--- src/rtl/collision_scheduler_pkg.sv ---
// Shared widths and FSM encoding for the frame collision scheduler.
// Imported by the scheduler top and by its box-overlap checker.
package collision_defs;

  localparam int X_W    = 10;
  localparam int Y_W    = 9;
  localparam int SIZE_W = 10;

  // Wide enough for coordinate + size without wrapping.
  localparam int SUM_W  = ((X_W > Y_W) ? ((X_W > SIZE_W) ? X_W : SIZE_W)
                                       : ((Y_W > SIZE_W) ? Y_W : SIZE_W)) + 1;

  typedef enum logic [1:0] {
    IDLE  = 2'd0,
    SCAN  = 2'd1,
    DRAIN = 2'd2
  } state_t;

endpackage

--- src/rtl/collision_scheduler_chk.sv ---
// Combinational axis-aligned box overlap test between two square boxes of edge size.
// Boxes that only touch along an edge do not collide.
module imagecollision
  import collision_defs::*;
(
  input  logic [X_W-1:0]    x1,
  input  logic [Y_W-1:0]    y1,
  input  logic [X_W-1:0]    x2,
  input  logic [Y_W-1:0]    y2,
  input  logic [SIZE_W-1:0] size,
  output logic              collision
);

  logic [SUM_W-1:0] x1_e;
  logic [SUM_W-1:0] y1_e;
  logic [SUM_W-1:0] x2_e;
  logic [SUM_W-1:0] y2_e;
  logic [SUM_W-1:0] size_e;
  logic             overlap_x;
  logic             overlap_y;

  assign x1_e   = SUM_W'(x1);
  assign y1_e   = SUM_W'(y1);
  assign x2_e   = SUM_W'(x2);
  assign y2_e   = SUM_W'(y2);
  assign size_e = SUM_W'(size);

  assign overlap_x = (x1_e < x2_e + size_e) && (x2_e < x1_e + size_e);
  assign overlap_y = (y1_e < y2_e + size_e) && (y2_e < y1_e + size_e);

  assign collision = overlap_x && overlap_y;

endmodule

--- src/rtl/collision_scheduler.sv ---
// Once per start pulse, walks every object slot through one shared box checker
// and commits a stable per-slot hit vector with its popcount.
module collision_scheduler
  import collision_defs::*;
#(
  parameter int NUM_OBJ  = 8,
  parameter int IDX_W    = 3,
  parameter int OBJ_SIZE = 50
) (
  input  logic                   clock,
  input  logic                   reset,
  input  logic                   start,
  input  logic [X_W-1:0]         sword_x,
  input  logic [Y_W-1:0]         sword_y,
  input  logic [NUM_OBJ-1:0]     obj_valid,
  input  logic [NUM_OBJ*X_W-1:0] obj_x,
  input  logic [NUM_OBJ*Y_W-1:0] obj_y,
  output logic                   busy,
  output logic                   done,
  output logic [NUM_OBJ-1:0]     hit_vec,
  output logic                   hit_any,
  output logic [IDX_W:0]         hit_count,
  output logic                   overrun
);

  localparam logic [SIZE_W-1:0] SIZE_VAL = SIZE_W'(OBJ_SIZE);
  localparam logic [IDX_W:0]    IDX_END  = (IDX_W+1)'(NUM_OBJ);

  function automatic logic [IDX_W:0] popcount(input logic [NUM_OBJ-1:0] v);
    logic [IDX_W:0] c;
    c = '0;
    for (int i = 0; i < NUM_OBJ; i++) begin
      c = c + (IDX_W+1)'(v[i]);
    end
    return c;
  endfunction

  state_t               state;
  state_t               state_next;
  logic [IDX_W:0]       idx;
  logic [IDX_W:0]       idx_inc;
  logic [X_W-1:0]       sword_x_snap;
  logic [Y_W-1:0]       sword_y_snap;
  logic [NUM_OBJ-1:0]   valid_snap;
  logic [NUM_OBJ-1:0]   work;
  logic [NUM_OBJ-1:0]   work_next;
  logic [X_W-1:0]       op_x2;
  logic [Y_W-1:0]       op_y2;
  logic [IDX_W-1:0]     op_idx;
  logic                 op_vld;
  logic                 collision;
  logic                 accept;
  logic                 load_en;
  logic                 commit;

  logic [X_W-1:0] obj_x_arr [NUM_OBJ];
  logic [Y_W-1:0] obj_y_arr [NUM_OBJ];

  genvar gi;
  generate
    for (gi = 0; gi < NUM_OBJ; gi++) begin : g_unpack
      assign obj_x_arr[gi] = obj_x[gi*X_W +: X_W];
      assign obj_y_arr[gi] = obj_y[gi*Y_W +: Y_W];
    end
  endgenerate

  assign idx_inc = idx + 1'b1;

  // State register
  always_ff @(posedge clock or posedge reset) begin
    if (reset) begin
      state <= IDLE;
    end else begin
      state <= state_next;
    end
  end

  // Next-state logic
  always_comb begin
    state_next = state;
    case (state)
      IDLE:    if (start) state_next = SCAN;
      SCAN:    if (idx_inc == IDX_END) state_next = DRAIN;
      DRAIN:   state_next = IDLE;
      default: state_next = IDLE;
    endcase
  end

  // FSM outputs
  always_comb begin
    busy    = 1'b0;
    accept  = 1'b0;
    load_en = 1'b0;
    commit  = 1'b0;
    case (state)
      IDLE:    accept  = start;
      SCAN:    begin busy = 1'b1; load_en = 1'b1; end
      DRAIN:   begin busy = 1'b1; commit  = 1'b1; end
      default: busy = 1'b0;
    endcase
  end

  imagecollision u_chk (
    .x1        (sword_x_snap),
    .y1        (sword_y_snap),
    .x2        (op_x2),
    .y2        (op_y2),
    .size      (SIZE_VAL),
    .collision (collision)
  );

  // The result of the operand pair loaded last edge lands in its slot here,
  // so the commit in DRAIN sees the final slot without an extra cycle.
  always_comb begin
    work_next = work;
    if (op_vld) begin
      work_next[op_idx] = collision & valid_snap[op_idx];
    end
  end

  always_ff @(posedge clock or posedge reset) begin
    if (reset) begin
      idx          <= '0;
      sword_x_snap <= '0;
      sword_y_snap <= '0;
      valid_snap   <= '0;
      work         <= '0;
      op_x2        <= '0;
      op_y2        <= '0;
      op_idx       <= '0;
      op_vld       <= 1'b0;
      hit_vec      <= '0;
      hit_any      <= 1'b0;
      hit_count    <= '0;
      done         <= 1'b0;
      overrun      <= 1'b0;
    end else begin
      op_vld  <= 1'b0;
      done    <= commit;
      overrun <= start & busy;

      if (accept) begin
        sword_x_snap <= sword_x;
        sword_y_snap <= sword_y;
        valid_snap   <= obj_valid;
        work         <= '0;
        idx          <= '0;
      end else begin
        work <= work_next;
      end

      if (load_en) begin
        op_x2  <= obj_x_arr[idx[IDX_W-1:0]];
        op_y2  <= obj_y_arr[idx[IDX_W-1:0]];
        op_idx <= idx[IDX_W-1:0];
        op_vld <= 1'b1;
        idx    <= idx_inc;
      end

      if (commit) begin
        hit_vec   <= work_next;
        hit_any   <= |work_next;
        hit_count <= popcount(work_next);
      end
    end
  end

endmodule

--- config.mk ---
export PLATFORM = sky130hd
export DESIGN_NAME = collision_scheduler
export DESIGN_NICKNAME = d
export VERILOG_FILES = /design/src/rtl/collision_scheduler_pkg.sv /design/src/rtl/collision_scheduler_chk.sv /design/src/rtl/collision_scheduler.sv
export SDC_FILE = /design/constraint.sdc
export NUM_CORES = 1
export LEC_CHECK = 0
export ABC_AREA = 0
export BUFFER_PORTS_ARGS = -buffer_cell sky130_fd_sc_hd__buf_2
export CAP_MARGIN = 15
export CORE_MARGIN = 8
export CORE_UTILIZATION = 55
export DETAILED_ROUTE_END_ITERATION = 7
export PLACE_DENSITY = 0.85
export SLEW_MARGIN = 20
export SYNTH_ARGS = -nofsm -noshare
export SYNTH_HDL_FRONTEND = slang
export SYNTH_SLANG_ARGS = --single-unit
--- constraint.sdc ---
create_clock -name clock -period 9.2 [get_ports clock]
set_clock_uncertainty 0.1 [all_clocks]
set_input_delay 0.46 -clock clock [delete_from_list [all_inputs] [get_ports clock]]
set_output_delay 0.46 -clock clock [all_outputs]
set_load 0.05 [all_outputs]
### Yosys cells after proc, flatten, opt, wreduce, memory -nomap -nowiden

Index checks and enable logic that the tools add are counted.
Widths: inputs -> output; s select.

* flip-flop bits (word level): 79
* latch bits: 0
* RAM bits: 0
* ROM bits: 0
* bits of input ports: 182
* logic and storage cells: 74
* memories kept: 0

* add/sub/neg operators: 12
* multipliers: 0
* divide/modulo/power cells: 0
* magnitude comparators: 7
* equal/unequal tests: 5
* shift operators: 0
* multiplexer cells: 23
* bitwise logic cells: 3
* reductions and logical operators: 9

Operators with widths (count)
* $bmux 10 s3: 1
* $bmux 9 s3: 1
* $add 10x6->11 const B: 2
* $lt 10x11->1: 2
* $lt 9x11->1: 2
* $add 9x6->10 const B: 2
* $mux 10: 2
* $mux 9: 2
* $add 4x1->4: 4
* $mux 8: 2
* $bwmux 8: 1
* $mux 4: 2
* $reduce_or 8->1: 1
* $mux 1: 7
* $add 3x1->4: 1
* $add 4x1->4 const B: 1
* $eq 4x4->1 const B: 1
* $ge 4x4->1 const B: 1
* $logic_and 1x1->1: 4
* $lt 3x4->1 const B: 1
* $mux 2: 2
* $ne 2x2->1 const B: 2
* $not 3->4: 1
* $pmux 2 s2: 1
* 12 further kinds: 13

### Longest topological paths before layout

Gate-level depths: netlist of the first run.

* depth after elaboration: 14
* mapped depth: 22

### By module

From an unflattened synthesis of the first run, not the netlist that was laid out.

* cells, all modules: 702
* area total of the unflattened synthesis: 6852.8 µm²

By module, submodules not included
* collision_scheduler: times used 1, cells an instance 425, area each 4623.2 µm², sequential area each 1976.9 µm²
* imagecollision: times used 1, cells an instance 277, area each 2229.6 µm², sequential area each 0.0 µm²

### Least setup slack after synthesis of the first run

No wires, ideal clock.

* path type: register -> register
* from: register sword_x_snap[1]
* to: register hit_count[2]
* arrival: 5.235 ns
* data required time: 8.975 ns
* slack: 3.740 ns
* stages on the path, launching flop included: 21
* path through: dfrtp_1 > a311o_2 > nand3_1 > xor2_1 > ha_1 > a21o_1 > a21o_1 > a2111o_1 > a211o_4 > or4_4 > nand2_1 > fa_1 > inv_1 > fa_1 > fa_1 > inv_1 > ha_1 > inv_1 > fa_1 > xnor2_1 > mux2_2

* longest elaborated chain between the ends: 14

RTL lines
* start: declaration: RTL line collision_scheduler.sv:42 `logic [X_W-1:0] sword_x_snap;`
* start signal: assignment: RTL line collision_scheduler.sv:143 `sword_x_snap <= sword_x;`
* $add 10x6->11: RTL line collision_scheduler_chk.sv:28 `assign overlap_x = (x1_e < x2_e + size_e) && (x2_e < x1_e + size_e);`
* $lt 10x11->1: RTL line collision_scheduler_chk.sv:28
* $logic_and 1x1->1 *: RTL line collision_scheduler_chk.sv:28
* $logic_and 1x1->1 *: RTL line collision_scheduler_chk.sv:31 `assign collision = overlap_x && overlap_y;`
* $and 1x1->1 *: RTL line collision_scheduler.sv:117 `work_next[op_idx] = collision & valid_snap[op_idx];`
* $bwmux 8 *: RTL line collision_scheduler.sv:117
* $mux 8 *: RTL line collision_scheduler.sv:116 `if (op_vld) begin`
* net work_next[1]: RTL line collision_scheduler.sv:46 `logic [NUM_OBJ-1:0] work_next;`
* $add 1x1->2 *: RTL line collision_scheduler.sv:33 `c = c + (IDX_W+1)'(v[i]);`
* $add 2x1->3 *: RTL line collision_scheduler.sv:33
* $add 3x1->4 *: RTL line collision_scheduler.sv:33
* $add 4x1->4 * (4 in series): RTL line collision_scheduler.sv:33
* end signal: assignment: RTL line collision_scheduler.sv:163 `hit_count <= popcount(work_next);`
* end: declaration: RTL line collision_scheduler.sv:22 `output logic [IDX_W:0] hit_count,`

Mark *: on every way through the listed nets, which the timed path passes. The rest lies on a longest branch.
A chain may end at the register's enable or synchronous reset.

### Worst setup path in the final report of the first run

Ends and elaborated chain as after synthesis.

==> results of run 1 <==
## layout make-up
| cell class | instances | area [µm²] | share of cell area |
|---|---|---|---|
| sequential | 79 | 1980 | 0.278 |
| timing repair buffer | 202 | 1040 | 0.147 |
| antenna | 1 | 2.50 | 0.000352 |
| multi-input combinational | 451 | 3640 | 0.512 |
| tap | 136 | 170 | 0.0239 |
| inverter | 14 | 53.8 | 0.00756 |
| clock buffer | 11 | 141 | 0.0199 |
| clock inverter | 5 | 81.3 | 0.0114 |
## registers in the layout (all words and copies together) (netlist names), 2 cells and up
signal / cells
op_x2: 10
sword_x_snap: 10
op_y2: 9
sword_y_snap: 9
hit_vec: 8
valid_snap: 8
work: 8
hit_count: 4
idx: 4
op_idx: 3
state: 2
## worst min-delay path, cell delays in order
cell	delay, ns
buf_2	0.10
clkinv_2	0.03
buf_4	0.36
## metal layers
metal,GRT usage,share of wire,vias to the layer above
li1,-,-,2457
met1,0.268,0.39,2473
met2,0.433,0.52,173
met3,0.0619,0.068,24
met4,0.0798,0.015,0
met5,0,0,-
## power by group through the flow
stage | registers [mW] | clock network, mW | logic, mW
final | 0.701 | 0.293 | 1.43
after detailed placement | 0.700 | 0 | 1.42
after CTS | 0.697 | 0.296 | 1.43
after global placement | 0.686 | 0 | 1.35
after floorplan | 0.684 | 0 | 1.09
after global routing | 0.725 | 0.311 | 1.60
## cell usage in the layout, fill, tap and decap left out, drive strengths merged, types with 2 or more instances in the layout
cell and count:
a211o 3, and2 8, a21oi 40, bufinv 2, mux2 6, and3 4
nor2 39, clkinv 3, nand2 115, a21o 9, a31oi 12, nor3b 2
inv 13, xnor2 19, o31ai 2, or2 2, nand3 17, ha 45
o21ai 10, dfrtp 79, nor2b 3, fa 4, nand2b 7, xor2 11
clkbuf 11, nand4 10, mux4 40, or4b 2, mux2i 20, buf 202
or4 6, a41oi 3
## worst paths after layout
| path | end | cells past startpoint | slack, ns | startpoint |
|---|---|---|---|---|
| min reg2reg | valid_snap[3] | 2 | 0.38 | valid_snap[3] |
| min | idx[3] | 3 | 0.07 | reset |
| max | hit_count[2] | 20 | 3.47 | sword_x_snap[1] |
| max in group asynchronous | work[6] | 4 | 8.36 | reset |
| max reg2reg | hit_count[2] | 20 | 3.47 | sword_x_snap[1] |
| min in group clock | valid_snap[2] | 3 | 0.18 | obj_valid[2] |
## cell families after synthesis
kind of cell             share of synthesized area
multiplexers                                 0.203
flip-flops                                   0.341
adder cells (fa/ha/maj)                      0.111
buffers and inverters                       0.0319
AO/OA/AOI/OAI                               0.0979
XOR/XNOR                                    0.0453
AND/OR/NAND/NOR                              0.171
==> out/metrics.yaml, run 1 <==
global_routing:
  grt_pass1_vias: 5674
  grt_use_total: 0.239
  grt_pass1_wl_um: 27600
  antenna_found_initial: 1
  grt_max_degree: 80
  overflow: 0
cts:
  cts_tree: "yes"
  clock_latency_ns: 0.37
  cts_root_buffer: "clkbuf_8"
  holdBufCountCts: 0
  ctsResizeCount: 0
  cts_buffer_depth: 2
  numCtsBuffers: 9
  cts.sinks: 79
  cts_setup_buffers: 0
  h-tree-depth: 3
  clk_pin_slew_ns: 0.08
synth:
  yosysTopAreaCellShare: 0.341
  synth.avg_cell_area_um2: 10.1
  netlist_instances: 576
  synth_commonest_cells: "115 x nand2_1, 79 x dfrtp_1, 45 x ha_1"
  synthFlopType: "dfrtp_1"
  synth_edf_count: 0
  synth.area.top_cells: "dfrtp_1 34%, mux4_2 15%, ha_1 9.7%"
  syn_area_um2: 5800
  synth.distinct_cells: 50
  ys_ff_latch: 79
  yosysMostFrequentCell: "nand2_1"
  synth_top_area_cell: "dfrtp_1"
  synth.net_count: 807
  async_reset_ff_frac: 1.00
  yosysSeqAreaShare: 0.341
  yosys_warnings: 0
worst_setup_path:
  critical_path_required_ns: 9.35
  crit_path_end_kind: "flop"
  critPathMaxStageDelay_ns: 0.51
  arrival_ns: 5.88
  cp_num_buf_inv: 3
  critPathTopFamily: "adder cells"
  crit_chain: "a311o_2 > nand3_1 > xor2_1 > ha_1 > a21o_1 > a21o_1 > a2111o_1 > a211o_4 > or4_4 > nand2_1 > fa_1 > inv_1 > fa_1 > fa_1 > inv_1 > ha_1 > inv_1 > fa_1 > xnor2_1 > mux2_2"
  path_common_cell: "fa_1"
  cp_max_fo: 9
  critPathSlowestCell: "or4_4"
  startpoint_type: "flop"
  crit_type: "reg -> reg"
die:
  num_rows: 37
  die-area_um2: 14100
  io_pins: 198
  die_w_um: 119
  dieHeight_um: 119
  floorplan.initialDensity: 0.565
  coreArea_um2: 10300
power:
  p_int_mw: 1.31
  p_switching_mw: 1.11
  peakVddDrop_mv: 0.153
  leakage_nw: 3.47
  p_per_area_nw_per_um2: 340
  p_total_mw: 2.42
  pwr-share-comb: 0.590
  pwr-share-seq: 0.290
  swShare: 0.459
  clockPowerShare: 0.121
detailed_routing:
  drc: 0
  avgViaCountPerCell: 5.70
  vias: 5127
  first_iter_violations: 328
  wl_per_cell_um: 18.5
  antenna_left: 0
  firstDrtPassIters: 4
  routed_wl_um: 16600
timing:
  holdWs_ns: 0.0733
  slew_violations: 0
  hold_viol: 0
  period_minus_slack_ns: 5.73
  setup_tns_ns: 0
  fmax_ghz: 0.174
  setup_ws_ns: 3.47
  grt_setup_unrepaired: "no"
  setup_viol: 0
  period_share: 0.623
  worst_pin_slew_ns: 0.945
  slew_headroom: 0.370
placed_design:
  dp_hpwl_um: 13400
  gp_congestion: 0.891
  io_buffers: 197
  dpl_cell_area_um2: 6860
  dp_cells: 881
  pre_cts_ws_ns: 3.48
layout:
  drive_above_1_share: 0.362
  nNetsFinal: 988
  syn2layout_area_growth_pct: 22.7
  nFillCells: 807
  finalInstanceArea_um2: 7120
  layout.cells.non_filler: 899
  final_util: 0.692
status:
  status: "completed"
min_path:
  hp-class: "in -> async"
run:
  cap_violations: 0
No activity file was read; power rests on OpenSTA's default activity.
==> run 2: changes to the inputs <==
CORE_UTILIZATION = 52   (was 55)
PLACE_DENSITY = 0.81   (was 0.85)
clock period = 5.8 ns   (was 9.2 ns; I/O delays follow)
==> out/metrics.yaml, run 2 (synthesized netlist as in run 1, its figures left out) <==
placed_design:
  dp_hpwl_um: 13700  # +1.7%
  io_buffers: 197  # unchanged
  gp_congestion: 0.894  # +0.35%
  pre_cts_ws_ns: 0.0730  # -3.40 ns
die:
  io_pins: 198  # unchanged
  num_rows: 38  # +2.7%
  dieHeight_um: 122  # +2.5%
  die_w_um: 122  # +2.5%
  die-area_um2: 14800  # +5.0%
  floorplan.initialDensity: 0.533  # -0.0317
  coreArea_um2: 10900  # +5.9%
layout:
  nFillCells: 890  # +10%
  register_area_um2: 1980  # +0.13%
  final_util: 0.660  # -0.0323
  drive_above_1_share: 0.385  # +0.0225
  final_common_cell: "buf_2"
  syn2layout_area_growth_pct: 23.9
  nNetsFinal: 998  # +1.0%
  mostFrequentLayoutCells: "197 x buf_2, 111 x nand2_1, 75 x dfrtp_1"
  largest_registers: "op_x2: 10 flops, sword_x_snap: 10 flops"
  multiInputGateArea_um2: 3680  # +0.86%
worst_setup_path:
  crit_path_end_kind: "flop"
  crit_path_start: "sword_x_snap[1]"
  startpoint_type: "flop"
  worstRegToRegCells: 20  # unchanged
  crit_chain: "a311o_2 > nand3_2 > xor2_1 > ha_1 > a21o_1 > a21o_1 > a2111o_1 > a211o_4 > or4_4 > nand2_2 > fa_1 > inv_2 > fa_1 > fa_1 > inv_1 > ha_2 > inv_1 > fa_2 > xnor2_1 > mux2_2"
  critPathSlowestCell: "or4_4"
  reg2reg_from: "sword_x_snap[1]"
  crit_type: "reg -> reg"
  arrival_ns: 5.82  # -0.06 ns
  critPathMaxStageDelay_ns: 0.47  # -0.04 ns
  r2r_slack_ns: 0.15  # -3.32 ns
  rr_endpoint: "hit_count[2]"
  crit_path_end: "hit_count[2]"
  critical_path_required_ns: 5.96  # -3.39 ns
  path_common_cell: "fa_1"
  cp_max_fo: 8  # -1
detailed_routing:
  first_iter_violations: 229  # -30%
  routed_wl_um: 17100  # +2.9%
  firstDrtPassIters: 4  # unchanged
  avgViaCountPerCell: 5.66  # -0.82%
  vias: 5187  # +1.2%
  wl_per_cell_um: 18.6  # +0.90%
  antenna_left: 0  # unchanged
  drc: 0  # unchanged
timing:
  setup_ws_ns: 0.145  # -3.32 ns
  worst_pin_slew_ns: 0.940  # -0.00558 ns
  holdWs_ns: -0.0342  # -0.107 ns
  setup_viol: 0  # unchanged
  period_minus_slack_ns: 5.65  # -0.0760 ns
  fmax_ghz: 0.177  # +1.3%
  period_share: 0.975  # +0.352
  slew_headroom: 0.374  # +0.00372
  slew_violations: 0  # unchanged
  setup_tns_ns: 0  # unchanged
  hold_viol: 8  # +8
min_path:
  hp-class: "in -> async"
cts:
  clk_pin_slew_ns: 0.08  # about the same
  cts_tree: "yes"
  cts_root_buffer: "clkbuf_8"
  cts_buffer_depth: 2  # unchanged
  clock_latency_ns: 0.38  # about the same
  numCtsBuffers: 9  # unchanged
  h-tree-depth: 3  # unchanged
  cts.sinks: 79  # unchanged
global_routing:
  overflow: 0  # unchanged
  grt_max_degree: 80  # unchanged
  grt_pass1_wl_um: 27500  # -0.50%
  antenna_found_initial: 5  # +4
  grt_use_total: 0.234  # -0.00522
  grt_pass1_vias: 5593  # -1.4%
run:
  cap_violations: 0  # unchanged
status:
  violations: "hold timing"
  status: "finished with violations"
power:
  p_per_area_nw_per_um2: 529  # +55%
  peakVddDrop_mv: 0.232  # +52%
  leakage_nw: 3.49  # +0.48%
[run 2: worst min path at each step]
stage / end / slack, ns / cells past startpoint
finish: sword_x_snap[8] / -0.03 / 3
global route: valid_snap[7] / 0.006 / 3
global placement: valid_snap[4] / 0.35 / 2
CTS: valid_snap[7] / 0.003 / 3
floorplan: sword_x_snap[0] / 0.30 / 2
detailed placement: valid_snap[5] / 0.36 / 2
[run 2: worst max-delay path, delay by kind of cell (launching register included)]
kind | cells | cell delay [ns]
and+or+nand+nor | 3 | 0.67
adders and majority gates | 6 | 2.10
DFF | 1 | 0.42
buffers and inverters | 3 | 0.19
muxes | 1 | 0.25
AOI/OAI and AO/OA | 5 | 1.53
xor gates and xnor gates | 2 | 0.28
[run 2: routing by layer]
layer	vias up	track usage	share of wire
met1	2486	0.262	0.39
met5	-	0	0.00059
li1	2471	-	-
met3	30	0.0629	0.071
met2	198	0.412	0.51
met4	2	0.101	0.029
[run 2: power breakdown]
part / switching (mW) / internal, mW / leakage [nW]
clock network: 0.216 / 0.177 / 0.0874
registers: 0.292 / 0.780 / 0.981
logic: 1.26 / 1.08 / 2.42
total: 1.76 / 2.04 / 3.49
[run 2: stage by stage]
| stage | area, µm² | total power, mW | std cells | hold WS [ns] |
|---|---|---|---|---|
| 2_1_floorplan | 5800 | 2.81 | 576 | 0.295 |
| 3_3_place_gp | 6870 | 3.26 | 886 | 0.352 |
| 3_5_place_dp | 6870 | 3.35 | 886 | 0.365 |
| 4_1_cts | 7070 | 3.75 | 903 | 0.00291 |
| 5_1_grt | 7190 | 4.15 | 916 | 0.00566 |
| 6_report | 7190 | 3.80 | 917 | -0.0342 |
[run 2: layout make-up]
class	instances	share of cell area
Antenna cell	5	0.00174
Clock buffer	11	0.0211
Clock inverter	5	0.00453
Inverter	14	0.00748
Multi-Input combinational cell	451	0.511
Sequential cell	79	0.276
Tap cell	140	0.0244
Timing Repair Buffer	212	0.154
[run 2: repair_timing]
item | CTS | global route
hold buffers | 1 | 0
endpoints found under the hold margin | 1 | 0
gates resized for setup | 0 | 13
buffers inserted | 0 | 9
endpoints found under the setup margin | 0 | 2
